**src/rtl/tile_layer_sequencer_pkg.sv**
```systemverilog
// Shared tile-layer definitions for the tile layer sequencer.
//   - Default layer count, map and tile geometry (log2 values).
//   - Port widths for the layer select and the column index.
//   - State encoding for the per-line sequencing FSM.
package tile_layer_sequencer_pkg;

    localparam int NUM_LAYERS_DEF     = 4;
    localparam int TILES_PER_LINE_DEF = 21;
    localparam int TILE_SIZE_LOG2_DEF = 4;
    localparam int MAP_W_LOG2_DEF     = 5;
    localparam int MAP_H_LOG2_DEF     = 5;
    localparam int REG_WIDTH_DEF      = 16;

    localparam int LAYER_W = 2;
    localparam int COL_W   = 5;
    localparam int Y_W     = 10;

    typedef enum logic [1:0] {
        ST_IDLE   = 2'd0,
        ST_SELECT = 2'd1,
        ST_FETCH  = 2'd2,
        ST_DONE   = 2'd3
    } seq_state_e;

endpackage

```
**src/rtl/tile_layer_sequencer.sv**
```systemverilog
// Per-scanline tile layer sequencer.
// On each line_start it walks current_layer through every layer, samples
// that layer's decoded register fields, and for each enabled layer issues
// TILES_PER_LINE tile-map fetches on a req/ack port. All outputs registered.
// Ports:
//   clk, reset (sync, active-high)
//   line_start, screen_y            : line timing from the video timing generator
//   current_layer                   : layer select to the register decoder
//   layer_enabled, enable_scroll,
//   data_offset, offset_x, offset_y : decoded fields for current_layer
//   mem_req, mem_addr, mem_layer,
//   mem_col, mem_ack                : tile-map fetch port
//   busy, line_done, overrun        : status
module tile_layer_sequencer
    import tile_layer_sequencer_pkg::*;
#(
    parameter int NUM_LAYERS     = NUM_LAYERS_DEF,
    parameter int TILES_PER_LINE = TILES_PER_LINE_DEF,
    parameter int TILE_SIZE_LOG2 = TILE_SIZE_LOG2_DEF,
    parameter int MAP_W_LOG2     = MAP_W_LOG2_DEF,
    parameter int MAP_H_LOG2     = MAP_H_LOG2_DEF,
    parameter int REG_DATA_WIDTH = REG_WIDTH_DEF
) (
    input  logic                      clk,
    input  logic                      reset,
    input  logic                      line_start,
    input  logic [Y_W-1:0]            screen_y,
    output logic [LAYER_W-1:0]        current_layer,
    input  logic                      layer_enabled,
    input  logic                      enable_scroll,
    input  logic [REG_DATA_WIDTH-1:0] data_offset,
    input  logic [REG_DATA_WIDTH-1:0] offset_x,
    input  logic [REG_DATA_WIDTH-1:0] offset_y,
    output logic                      mem_req,
    output logic [REG_DATA_WIDTH-1:0] mem_addr,
    output logic [LAYER_W-1:0]        mem_layer,
    output logic [COL_W-1:0]          mem_col,
    input  logic                      mem_ack,
    output logic                      busy,
    output logic                      line_done,
    output logic                      overrun
);

    localparam int RW = REG_DATA_WIDTH;
    localparam logic [RW-1:0]      MAP_W_MASK = RW'((32'd1 << MAP_W_LOG2) - 32'd1);
    localparam logic [RW-1:0]      MAP_H_MASK = RW'((32'd1 << MAP_H_LOG2) - 32'd1);
    localparam logic [LAYER_W-1:0] LAST_LAYER = LAYER_W'(NUM_LAYERS - 1);
    localparam logic [LAYER_W-1:0] LAYER_ONE  = LAYER_W'(32'd1);
    localparam logic [COL_W-1:0]   LAST_COL   = COL_W'(TILES_PER_LINE - 1);
    localparam logic [COL_W-1:0]   COL_ONE    = COL_W'(32'd1);

    // Row and column bases are kept at full register width and wrapped here,
    // so the map wraps in both directions with plain masking.
    function automatic logic [RW-1:0] tile_addr(
        input logic [RW-1:0]    base,
        input logic [RW-1:0]    row_full,
        input logic [RW-1:0]    colbase_full,
        input logic [COL_W-1:0] col
    );
        logic [RW-1:0] row_w;
        logic [RW-1:0] col_w;
        row_w = row_full & MAP_H_MASK;
        col_w = (colbase_full + RW'(col)) & MAP_W_MASK;
        return base + (row_w << MAP_W_LOG2) + col_w;
    endfunction

    seq_state_e          state_r, state_nxt_s;
    logic [Y_W-1:0]      y_r, y_nxt_s;
    logic [LAYER_W-1:0]  layer_r, layer_nxt_s;
    logic [RW-1:0]       base_r, base_nxt_s;
    logic [RW-1:0]       row_r, row_nxt_s;
    logic [RW-1:0]       colbase_r, colbase_nxt_s;
    logic [COL_W-1:0]    col_r, col_nxt_s;
    logic [RW-1:0]       addr_r, addr_nxt_s;
    logic [LAYER_W-1:0]  mem_layer_r, mem_layer_nxt_s;
    logic                req_r, req_nxt_s;
    logic                busy_r, busy_nxt_s;
    logic                done_r, done_nxt_s;
    logic                overrun_r, overrun_nxt_s;
    logic [RW-1:0]       ysum_s;
    logic [RW-1:0]       sel_row_s;
    logic [RW-1:0]       sel_colbase_s;

    assign ysum_s        = RW'(y_r) + (enable_scroll ? offset_y : {RW{1'b0}});
    assign sel_row_s     = ysum_s >> TILE_SIZE_LOG2;
    assign sel_colbase_s = enable_scroll ? (offset_x >> TILE_SIZE_LOG2) : {RW{1'b0}};

    // Next-state and next-output computation for the line sequencer
    always_comb begin
        state_nxt_s     = state_r;
        y_nxt_s         = y_r;
        layer_nxt_s     = layer_r;
        base_nxt_s      = base_r;
        row_nxt_s       = row_r;
        colbase_nxt_s   = colbase_r;
        col_nxt_s       = col_r;
        addr_nxt_s      = addr_r;
        mem_layer_nxt_s = mem_layer_r;
        overrun_nxt_s   = overrun_r;

        if (line_start && (state_r != ST_IDLE)) begin
            // New line arrived before the old one finished: abort and restart.
            overrun_nxt_s = 1'b1;
            y_nxt_s       = screen_y;
            layer_nxt_s   = {LAYER_W{1'b0}};
            state_nxt_s   = ST_SELECT;
        end else begin
            case (state_r)
                ST_IDLE: begin
                    if (line_start) begin
                        y_nxt_s     = screen_y;
                        layer_nxt_s = {LAYER_W{1'b0}};
                        state_nxt_s = ST_SELECT;
                    end else begin
                        state_nxt_s = ST_IDLE;
                    end
                end
                ST_SELECT: begin
                    if (layer_enabled) begin
                        base_nxt_s      = data_offset;
                        row_nxt_s       = sel_row_s;
                        colbase_nxt_s   = sel_colbase_s;
                        col_nxt_s       = {COL_W{1'b0}};
                        addr_nxt_s      = tile_addr(data_offset, sel_row_s, sel_colbase_s, {COL_W{1'b0}});
                        mem_layer_nxt_s = layer_r;
                        state_nxt_s     = ST_FETCH;
                    end else if (layer_r == LAST_LAYER) begin
                        state_nxt_s = ST_DONE;
                    end else begin
                        layer_nxt_s = layer_r + LAYER_ONE;
                    end
                end
                ST_FETCH: begin
                    if (mem_ack) begin
                        if (col_r == LAST_COL) begin
                            if (layer_r == LAST_LAYER) begin
                                state_nxt_s = ST_DONE;
                            end else begin
                                layer_nxt_s = layer_r + LAYER_ONE;
                                state_nxt_s = ST_SELECT;
                            end
                        end else begin
                            col_nxt_s  = col_r + COL_ONE;
                            addr_nxt_s = tile_addr(base_r, row_r, colbase_r, col_r + COL_ONE);
                        end
                    end else begin
                        state_nxt_s = ST_FETCH;
                    end
                end
                ST_DONE: begin
                    state_nxt_s = ST_IDLE;
                end
                default: begin
                    state_nxt_s = ST_IDLE;
                end
            endcase
        end

        req_nxt_s  = (state_nxt_s == ST_FETCH);
        busy_nxt_s = (state_nxt_s != ST_IDLE);
        done_nxt_s = (state_nxt_s == ST_DONE);
    end

    // State and registered-output update with synchronous reset
    always_ff @(posedge clk) begin
        if (reset) begin
            state_r     <= ST_IDLE;
            y_r         <= {Y_W{1'b0}};
            layer_r     <= {LAYER_W{1'b0}};
            base_r      <= {RW{1'b0}};
            row_r       <= {RW{1'b0}};
            colbase_r   <= {RW{1'b0}};
            col_r       <= {COL_W{1'b0}};
            addr_r      <= {RW{1'b0}};
            mem_layer_r <= {LAYER_W{1'b0}};
            req_r       <= 1'b0;
            busy_r      <= 1'b0;
            done_r      <= 1'b0;
            overrun_r   <= 1'b0;
        end else begin
            state_r     <= state_nxt_s;
            y_r         <= y_nxt_s;
            layer_r     <= layer_nxt_s;
            base_r      <= base_nxt_s;
            row_r       <= row_nxt_s;
            colbase_r   <= colbase_nxt_s;
            col_r       <= col_nxt_s;
            addr_r      <= addr_nxt_s;
            mem_layer_r <= mem_layer_nxt_s;
            req_r       <= req_nxt_s;
            busy_r      <= busy_nxt_s;
            done_r      <= done_nxt_s;
            overrun_r   <= overrun_nxt_s;
        end
    end

    assign current_layer = layer_r;
    assign mem_req       = req_r;
    assign mem_addr      = addr_r;
    assign mem_layer     = mem_layer_r;
    assign mem_col       = col_r;
    assign busy          = busy_r;
    assign line_done     = done_r;
    assign overrun       = overrun_r;

endmodule

```
**config.mk**
```make
export PLATFORM = sky130hd
export DESIGN_NAME = tile_layer_sequencer
export DESIGN_NICKNAME = d
export VERILOG_FILES = /design/src/rtl/tile_layer_sequencer_pkg.sv /design/src/rtl/tile_layer_sequencer.sv
export SDC_FILE = /design/constraint.sdc
export NUM_CORES = 1
export LEC_CHECK = 0
export CORE_AREA = 2 2 97 99
export DETAILED_ROUTE_END_ITERATION = 12
export DIE_AREA = 0 0 99 101
export PLACE_DENSITY = 0.78
export SLEW_MARGIN = 20
export SYNTH_ARGS = -nofsm -noshare
export SYNTH_HDL_FRONTEND = slang
export SYNTH_SLANG_ARGS = --single-unit
```
**constraint.sdc**
```tcl
create_clock -name clk -period 7.4 [get_ports clk]
set_clock_uncertainty 0.1 [all_clocks]
set_input_delay 2.22 -clock clk [delete_from_list [all_inputs] [get_ports clk]]
set_output_delay 2.22 -clock clk [all_outputs]
set_load 0.02 [all_outputs]
```
### After elaboration in Yosys (flattened, before gate mapping)

Index checks and enable logic that the tools add are counted.

* logic and storage cells: 75
* flip-flop bits (word level): 66

* eq/ne operators: 13
* bitwise logic cells: 1
* mux-type cells: 27
* reductions and logical operators: 13
* $add $sub $neg: 8

Operators by type and width (number)
* 16-bit two-way mux: 3
* 9-bit two-way mux: 4
* 16-bit by 10-bit adder with 16-bit output: 2
* 16-bit by 5-bit adder with 16-bit output: 2
* 16-bit one-hot mux with 2 select lines: 1
* 2-bit two-way mux: 11
* 5-bit two-way mux: 4
* 2-bit != test, second input constant: 6
* 2-bit equality test, second input constant: 5
* 5-bit one-hot mux with 2 select lines: 1
* 5-bit AND reduction: 2
* 2-bit nonzero test: 5
* 9-bit adder: 1
* 2-bit one-hot mux with 4 select lines: 1
* 2-bit one-hot mux with 3 select lines: 1
* 5-bit by 1-bit adder with 5-bit output, second input constant: 1
* 5-bit adder: 1
* 5-bit equality test, second input constant: 1
* 3-bit AND reduction: 1
* 3-bit nonzero test: 1
* 2-bit by 1-bit adder with 2-bit output, second input constant: 1
* 2-bit by 1-bit equality test with 1-bit output, second input constant: 1
* 2-bit zero test: 1
* 2-bit AND reduction: 1
* other kinds (4): 4

### Logic depth before layout (Yosys ltp)

Gate-level depths: netlist (run 1).

* word-level depth: 7
* depth in mapped cells: 16
* depth with buffers taken out: 15

### Least setup slack after synthesis (run 1)

No wires, ideal clock.

* kind: in2reg
* start point: input enable_scroll
* end point: register addr_r[11] (netlist: mem_addr[11])
* slack: 2002 ps
* arrival time: 5183 ps
* cell stages on the path: 15
* cells stage by stage: clkbuf_1 -> and2_1 -> ha_1 -> a41o_1 -> a21o_1 -> a41o_1 -> a21oi_1 -> xnor2_1 -> ha_1 -> clkbuf_1 -> a21o_1 -> a21oi_1 -> o21ai_0 -> a211o_2 -> and3_1

* cells in the longest elaborated chain, start to end: 6
* elaborated cells between the ends (all ways): 7

RTL lines
* start: declaration: line tile_layer_sequencer.sv:30 `input logic enable_scroll,`
* 9-bit two-way mux: line tile_layer_sequencer.sv:84 `assign ysum_s = RW'(y_r) + (enable_scroll ? offset_y : {RW{1'b0}});`
* 9-bit adder: line tile_layer_sequencer.sv:84
* net ysum_s[7]: line tile_layer_sequencer.sv:80 `logic [RW-1:0] ysum_s;`
* 16-bit by 10-bit adder with 16-bit output: line tile_layer_sequencer.sv:64 `return base + (row_w << MAP_W_LOG2) + col_w;`
* 16-bit by 5-bit adder with 16-bit output: line tile_layer_sequencer.sv:64
* 16-bit two-way mux: line tile_layer_sequencer.sv:119 `if (layer_enabled) begin`
* 16-bit one-hot mux with 2 select lines: line tile_layer_sequencer.sv:108 `case (state_r)`
* end signal: assignment: line tile_layer_sequencer.sv:174 `addr_r <= {RW{1'b0}};`
* end signal: assignment: line tile_layer_sequencer.sv:188 `addr_r <= addr_nxt_s;`
* end: declaration: line tile_layer_sequencer.sv:74 `logic [RW-1:0] addr_r, addr_nxt_s;`

The timed path passes the listed nets, and every way through them passes these cells. The select of a mux whose other input is x is not followed.
A chain may end at the register's enable or synchronous reset.

### Worst setup path after layout (run 1)

Ends and elaborated chain as after synthesis.

==> results of run 1 <==
## state kept, by name (all words and copies together), names as in the netlist
register / flops
base_r: 16
mem_addr: 16
y_r: 9
colbase_r: 5
mem_col: 5
row_r: 5
current_layer: 2
mem_layer: 2
state_r: 2
busy: 1
line_done: 1
mem_req: 1
overrun: 1
## final cells by class
type / instances / area (um2)
clock buffer: 9 / 124
timing repair buffer: 77 / 756
clock inverter: 7 / 70.1
multi-input combinational: 422 / 2910
fill: 804 / 3600
inverter: 16 / 60.1
sequential: 66 / 1320
tap: 111 / 139
## metrics by stage
step | setup WS (ns) | hold WS (ns) | std cells
after floorplan | 2.00 | 0.340 | 528
after detailed placement | 0.960 | 0.353 | 692
after global routing | 1.05 | 0.386 | 708
after CTS | 1.30 | 0.363 | 708
after global placement | 1.13 | 0.346 | 692
final | 1.25 | 0.360 | 708
## cells in the final DEF, fill, tap and decap left out, types with 4 or more instances in the layout
cell type / Yosys / routed
o21bai_1: 4 / 4
and2_1: 12 / 12
ha_1: 39 / 39
a211oi_1: 15 / 15
buf_4: 2 / 4
a31oi_1: 4 / 4
nand2_1: 67 / 67
xnor2_1: 18 / 18
nand4_1: 4 / 4
nor2b_1: 5 / 5
xor2_1: 10 / 10
dfxtp_1: 66 / 66
inv_1: 16 / 16
a21o_1: 13 / 13
clkdlybuf4s50_1: 0 / 72
mux2i_1: 14 / 14
o211ai_1: 5 / 5
or4_1: 4 / 4
nand2b_1: 7 / 7
o21ai_0: 22 / 22
clkbuf_8: 1 / 9
nor3_1: 7 / 6
a21oi_1: 62 / 62
nor2_1: 35 / 35
nand3_1: 12 / 12
and3_1: 4 / 4
## per-layer routing
layer | vias up | track usage | part of all wire
li1 | 2046 | - | -
met1 | 1915 | 0.272 | 0.43
met2 | 98 | 0.404 | 0.51
met3 | 14 | 0.0326 | 0.043
met4 | 0 | 0.0822 | 0.013
met5 | - | 0 | 0
## kinds of logic after synthesis
family / count (synthesis) / share of synthesized area
compound gates: 161 / 0.247
xor+xnor: 28 / 0.0558
fa+ha+maj: 42 / 0.125
buf+inv: 40 / 0.0393
flops: 66 / 0.301
mux: 16 / 0.0370
simple gates: 175 / 0.196
## report_power, final
part | internal (mW) | switching (mW)
registers | 0.371 | 0.0102
clock network | 0.155 | 0.149
logic | 0.0931 | 0.110
total | 0.618 | 0.270
## critical path, delay by kind of cell
| family | cells | cell delay, ns |
|---|---|---|
| simple gates | 7 | 1.02 |
| fa+ha+maj | 2 | 0.59 |
| compound gates | 5 | 1.68 |
| xor+xnor | 1 | 0.12 |
| buf+inv | 1 | 0.63 |
## worst max-delay path by stage
stage | slack [ns] | cells past startpoint | from | end
2_1_floorplan | 2.00 | 15 | enable_scroll | mem_addr[11]$_SDFFE_PP0P_
3_3_place_gp | 1.13 | 16 | enable_scroll | mem_addr[11]$_SDFFE_PP0P_
3_5_place_dp | 0.96 | 16 | enable_scroll | mem_addr[11]$_SDFFE_PP0P_
4_1_cts | 1.30 | 16 | enable_scroll | mem_addr[11]$_SDFFE_PP0P_
5_1_grt | 1.05 | 16 | enable_scroll | mem_addr[11]$_SDFFE_PP0P_
6_report | 1.25 | 16 | enable_scroll | mem_addr[11]$_SDFFE_PP0P_
==> flow_summary_export.csv, run 1 <==
group,metric,value,unit
cts,cts.sinks,66,
timing,post-route-period-util,0.831,
timing,maxSlewViolCount,0,
logic_synthesis,synthTopCellsByArea,"dfxtp_1 (30%), ha_1 (11%), a21oi_1 (7.1%)",
grt,antenna_found_initial,0,
routing,vias,4073,
cts,cts_buffer_depth,2,
logic_synthesis,netlist_area,4400,um2
timing,hold_viol_final,0,
logic_synthesis,synth_area_leader_cell,"dfxtp_1",
routing,drtPass1Iterations,5,
grt,track_usage,0.225,
placed_design,io_buffers,73,
layout,num_antenna_cells,0,
cts,cts_tree,"yes",
setup_path,slowest_delay,0.63,ns
cts,cts_hold_buf,0,
job,cap_violations,0,
worst_hold_path,worstHoldPathType,"reg2reg",
logic_synthesis,avgSynthCellArea,8.32,um2
grt,gr-total-overflow,0,
outcome,outcome,"finished clean",
setup_path,r2r-start,"y_r[1]$_SDFFE_PP0P_",
placed_design,placed_cell_area,5180,um2
layout,final_util,0.599,
setup_path,crit_type,"in2reg",
timing,finalSetupViolations,0,
timing,rsz0062_at_grt,"false",
logic_synthesis,synth_top_cell_area_share,0.301,
logic_synthesis,async_flop_share,0,
setup_path,cp_slowest_cell,"clkdlybuf4s50_1",
routing,post_drt_wl_per_cell,15.9,um
cts,h-tree-depth,3,
routing,via_per_inst,5.75,
timing,fmax,0.163,GHz
placed_design,gp_congestion,0.847,
logic_synthesis,syn-num-nets,634,
layout,nets,698,
setup_path,critPathLaunchType,"primary input",
floorplanning,start_util,0.490,
timing,relSlewSlack,0.411,
floorplanning,die-height,101,um
cts,post_cts_buffers,0,
setup_path,reg2reg_depth,14,
logic_synthesis,synthTopCellsByCount,"nand2_1 (67), dfxtp_1 (66), a21oi_1 (62)",
floorplanning,rows,35,
routing,drc,0,
grt,grt_first_pass_wirelength,18100,um
power,power,0.888,mW
layout,drive_gt1_frac,0.0771,
logic_synthesis,yosysUniqueCellTypes,68,
power,ir_drop,97.6,uV
power,leakage,2.26,nW
setup_path,r2r_slack,3.65,ns
timing,tightest_slew,0.883,ns
logic_synthesis,synth_cells,528,
floorplanning,die-area,10000,um2
setup_path,path_cells,"clkdlybuf4s50_1 -> and2_1 -> ha_1 -> a41o_1 -> a21o_1 -> a21oi_1 -> nor2b_1 -> nor2_1 -> xnor2_1 -> ha_1 -> nand2_1 -> o21ai_0 -> nand2_1 -> o21ai_0 -> nand4_1 -> and3_1",
timing,totalNegativeSetupSlack,0,ns
cts,clk_latency,0.35,ns
logic_synthesis,synth-edff-count,0,
floorplanning,num_io_pins,93,
cts,cts_resized,0,
layout,syn_to_final_growth,22.3,%
cts,cts_root_buf,"clkbuf_8",
worst_hold_path,hold_depth,2,
setup_path,worstPathRequired,7.55,ns
grt,grt_pass1_vias,3799,
floorplanning,die-width,99,um
placed_design,hpwl,8310,um
setup_path,critPathMaxFanout,14,
floorplanning,core_area,8980,um2
cts,cts_buffers,9,
routing,first_iter_violations,205,
logic_synthesis,seq_area_frac_synth,0.301,
grt,grt_max_degree,56,
logic_synthesis,yosysMostFrequentCell,"nand2_1",
routing,wl,11200,um
logic_synthesis,synth-main-ff-cell,"dfxtp_1",
routing,final_antenna_net_count,0,
worst_hold_path,hold_end,"mem_layer[1]$_SDFFE_PP0P_",
setup_path,r2r-end,"mem_addr[11]$_SDFFE_PP0P_",
setup_path,end_kind,"flop",
power,powerDensity,165,nW/um2
cts,path_clk_slew,0.08,ns
setup_path,arrival,6.29,ns
worst_hold_path,min_from,"mem_layer[1]$_SDFFE_PP0P_",
logic_synthesis,ys_ff_latch,66,
layout,fin_area,5380,um2
timing,min_period,6.15,ns
logic_synthesis,synth_warnings,0,
Note: power is estimated with default switching activity, not from simulation.
==> run 2: changes to the inputs <==
--- a/config.mk
+++ b/config.mk
@@ -5,10 +5,10 @@
 export SDC_FILE = /design/constraint.sdc
 export NUM_CORES = 1
 export LEC_CHECK = 0
-export CORE_AREA = 2 2 97 99
+export CORE_AREA = 2 2 100 102
 export DETAILED_ROUTE_END_ITERATION = 12
-export DIE_AREA = 0 0 99 101
-export PLACE_DENSITY = 0.78
+export DIE_AREA = 0 0 102 104
+export PLACE_DENSITY = 0.76
 export SLEW_MARGIN = 20
 export SYNTH_ARGS = -nofsm -noshare
 export SYNTH_HDL_FRONTEND = slang
==> constraint.sdc (replaced) <==
create_clock -name clk -period 5.25 [get_ports clk]
set_clock_uncertainty 0.1 [all_clocks]
set_input_delay 1.575 -clock clk [delete_from_list [all_inputs] [get_ports clk]]
set_output_delay 1.575 -clock clk [all_outputs]
set_load 0.02 [all_outputs]
==> run 2 against run 1 <==
Via count rose by 1.0%. Core utilization fell by 2.8 points. Non-clock buffer count rose by 7. Die area rose by 6.1%. Cell count rose by 4.1%. Combinational power rose by 45%. Critical path type unchanged. Cell area rose by 1.5%. Total power rose by 40%. Worst setup slack got worse by 0.89 ns. First-iteration DRC count fell by 16%.
==> flow_summary_export.csv, run 2 (synthesized netlist as in run 1, its figures left out) <==
group,metric,value,unit
setup_path,critPathLaunchType,"primary input",
placed_design,gp_congestion,0.917,
timing,post-route-period-util,0.930,
grt,gr-total-overflow,0,
power,leakage,2.29,nW
cts,h-tree-depth,3,
setup_path,critPathMaxFanout,4,
cts,cts_root_buf,"clkbuf_8",
floorplanning,die-width,102,um
routing,drc,0,
worst_hold_path,worstHoldPathType,"reg2reg",
layout,nets,705,
routing,post_drt_wl_per_cell,15.4,um
layout,num_antenna_cells,0,
outcome,outcome,"finished clean",
placed_design,hpwl,8410,um
timing,fmax,0.205,GHz
timing,fin_ws,0.368,ns
cts,path_clk_slew,0.07,ns
layout,final_common_cell,"clkdlybuf4s50_1",
setup_path,r2r-start,"mem_col[0]$_SDFFE_PP0P_",
job,cap_violations,0,
timing,maxSlewViolCount,0,
setup_path,slowest_delay,0.41,ns
cts,clk_latency,0.36,ns
power,ir_drop,112,uV
placed_design,dp_slack,-0.0157,ns
routing,drtPass1Iterations,4,
power,power,1.25,mW
grt,antenna_found_initial,0,
layout,regArea,1320,um2
layout,drive_gt1_frac,0.0894,
layout,n_fill_cell,905,
floorplanning,num_io_pins,93,
timing,tightest_slew,0.933,ns
floorplanning,rows,36,
floorplanning,die-height,104,um
worst_hold_path,min_from,"mem_layer[1]$_SDFFE_PP0P_",
timing,finalSetupViolations,0,
routing,wl,11300,um
timing,hold_viol_final,0,
power,powerDensity,229,nW/um2
cts,cts_buffer_depth,2,
placed_design,io_buffers,73,
layout,multi_input_area,2910,um2
layout,final_cell_mix,"clkdlybuf4s50_1 (72), nand2_1 (67), dfxtp_1 (66), a21oi_1 (62), ha_1 (39)",
cts,cts_buffers,9,
floorplanning,die-area,10600,um2
timing,rsz0062_at_grt,"false",
routing,via_per_inst,5.58,
cts,cts.sinks,66,
floorplanning,start_util,0.460,
setup_path,worstPathRequired,5.39,ns
setup_path,crit_type,"in2reg",
routing,final_antenna_net_count,0,
cts,post_cts_buffers,0,
setup_path,path_buf_inv,1,
setup_path,end_kind,"flop",
timing,relSlewSlack,0.378,
setup_path,arrival,5.02,ns
setup_path,cp_slowest_cell,"clkdlybuf4s50_1",
timing,min_period,4.88,ns
cts,cts_tree,"yes",
grt,grt_first_pass_wirelength,18700,um
grt,grt_pass1_vias,4022,
routing,first_iter_violations,172,
grt,grt_max_degree,55,
grt,track_usage,0.219,
setup_path,crit_start,"enable_scroll",
layout,syn_to_final_growth,24.1,%
floorplanning,core_area,9550,um2
routing,vias,4115,
setup_path,path_delay_family,"compound AO/OA/AOI/OAI gates",
setup_path,path_cells,"clkdlybuf4s50_1 -> and2_1 -> ha_1 -> a41o_1 -> a21o_1 -> a21oi_1 -> xnor2_1 -> ha_1 -> a21o_1 -> or3_1 -> o21a_1 -> xor2_1 -> nor2_1 -> a2111oi_0",
[run 2: cell types whose count changed in the layout (fill, tap and decap cells not counted), sizes merged]
cell,delta
bufinv,-1
clkinvlp,+1
clkbuf,+3
clkinv,-3
buf,+7
[run 2: power breakdown]
group | internal, mW | switching [mW] | total [mW] | leakage, nW
Clock | 0.208 | 0.208 | 0.417 | 0.0944
Combinational | 0.138 | 0.157 | 0.295 | 1.65
Sequential | 0.522 | 0.0136 | 0.536 | 0.539
[run 2: worst paths after layout]
check             cells after the start                   endpoint  slack [ns]
setup / recovery                     14   mem_addr[8]$_SDFFE_PP0P_        0.37
hold / removal                        2  mem_layer[1]$_SDFFE_PP0P_        0.36
setup reg to reg                     14  mem_addr[11]$_SDFFE_PP0P_        1.62
hold reg to reg                       2  mem_layer[1]$_SDFFE_PP0P_        0.36
[run 2: layout make-up]
cell class,instances,share of cell area
Timing Repair Buffer,84,0.148
Sequential cell,66,0.242
Inverter,16,0.0110
Tap cell,133,0.0305
Clock buffer,12,0.0303
Clock inverter,4,0.00459
Multi-Input combinational cell,422,0.533
[run 2: stage by stage]
step            util  hold slack, ns  instance area (um2)  instances  setup TNS, ns
2_1_floorplan      -           0.340                 4400        528              0
3_3_place_gp   0.551           0.344                 5260        721              0
3_5_place_dp   0.551           0.351                 5270        721        -0.0157
4_1_cts        0.571           0.363                 5460        737              0
5_1_grt        0.571           0.388                 5460        737              0
6_report       0.571           0.359                 5460        737              0
[run 2: timing repair]
item	in CTS	in global routing
resized for setup	0	1
endpoints found under the setup margin	0	1
hold buffers	0	0
[run 2: routing by layer]
layer | vias up | track usage | share of wire
met2 | 114 | 0.362 | 0.50
met3 | 34 | 0.0376 | 0.046
met5 | - | 0 | 0
met4 | 0 | 0.118 | 0.031
li1 | 2059 | - | -
met1 | 1908 | 0.268 | 0.42
[run 2: worst register-to-register path, stage by stage, from the launching register on]
cell and delay, ns:
dfxtp_1 0.39, inv_1 0.12, ha_1 0.35, inv_1 0.07, fa_1 0.42, inv_1 0.07, a21o_1 0.10, a21oi_1 0.09
xnor2_1 0.24, ha_1 0.33, o32a_4 0.40, o211a_2 0.17, or4_1 0.41, o2111a_1 0.15, and3_1 0.13
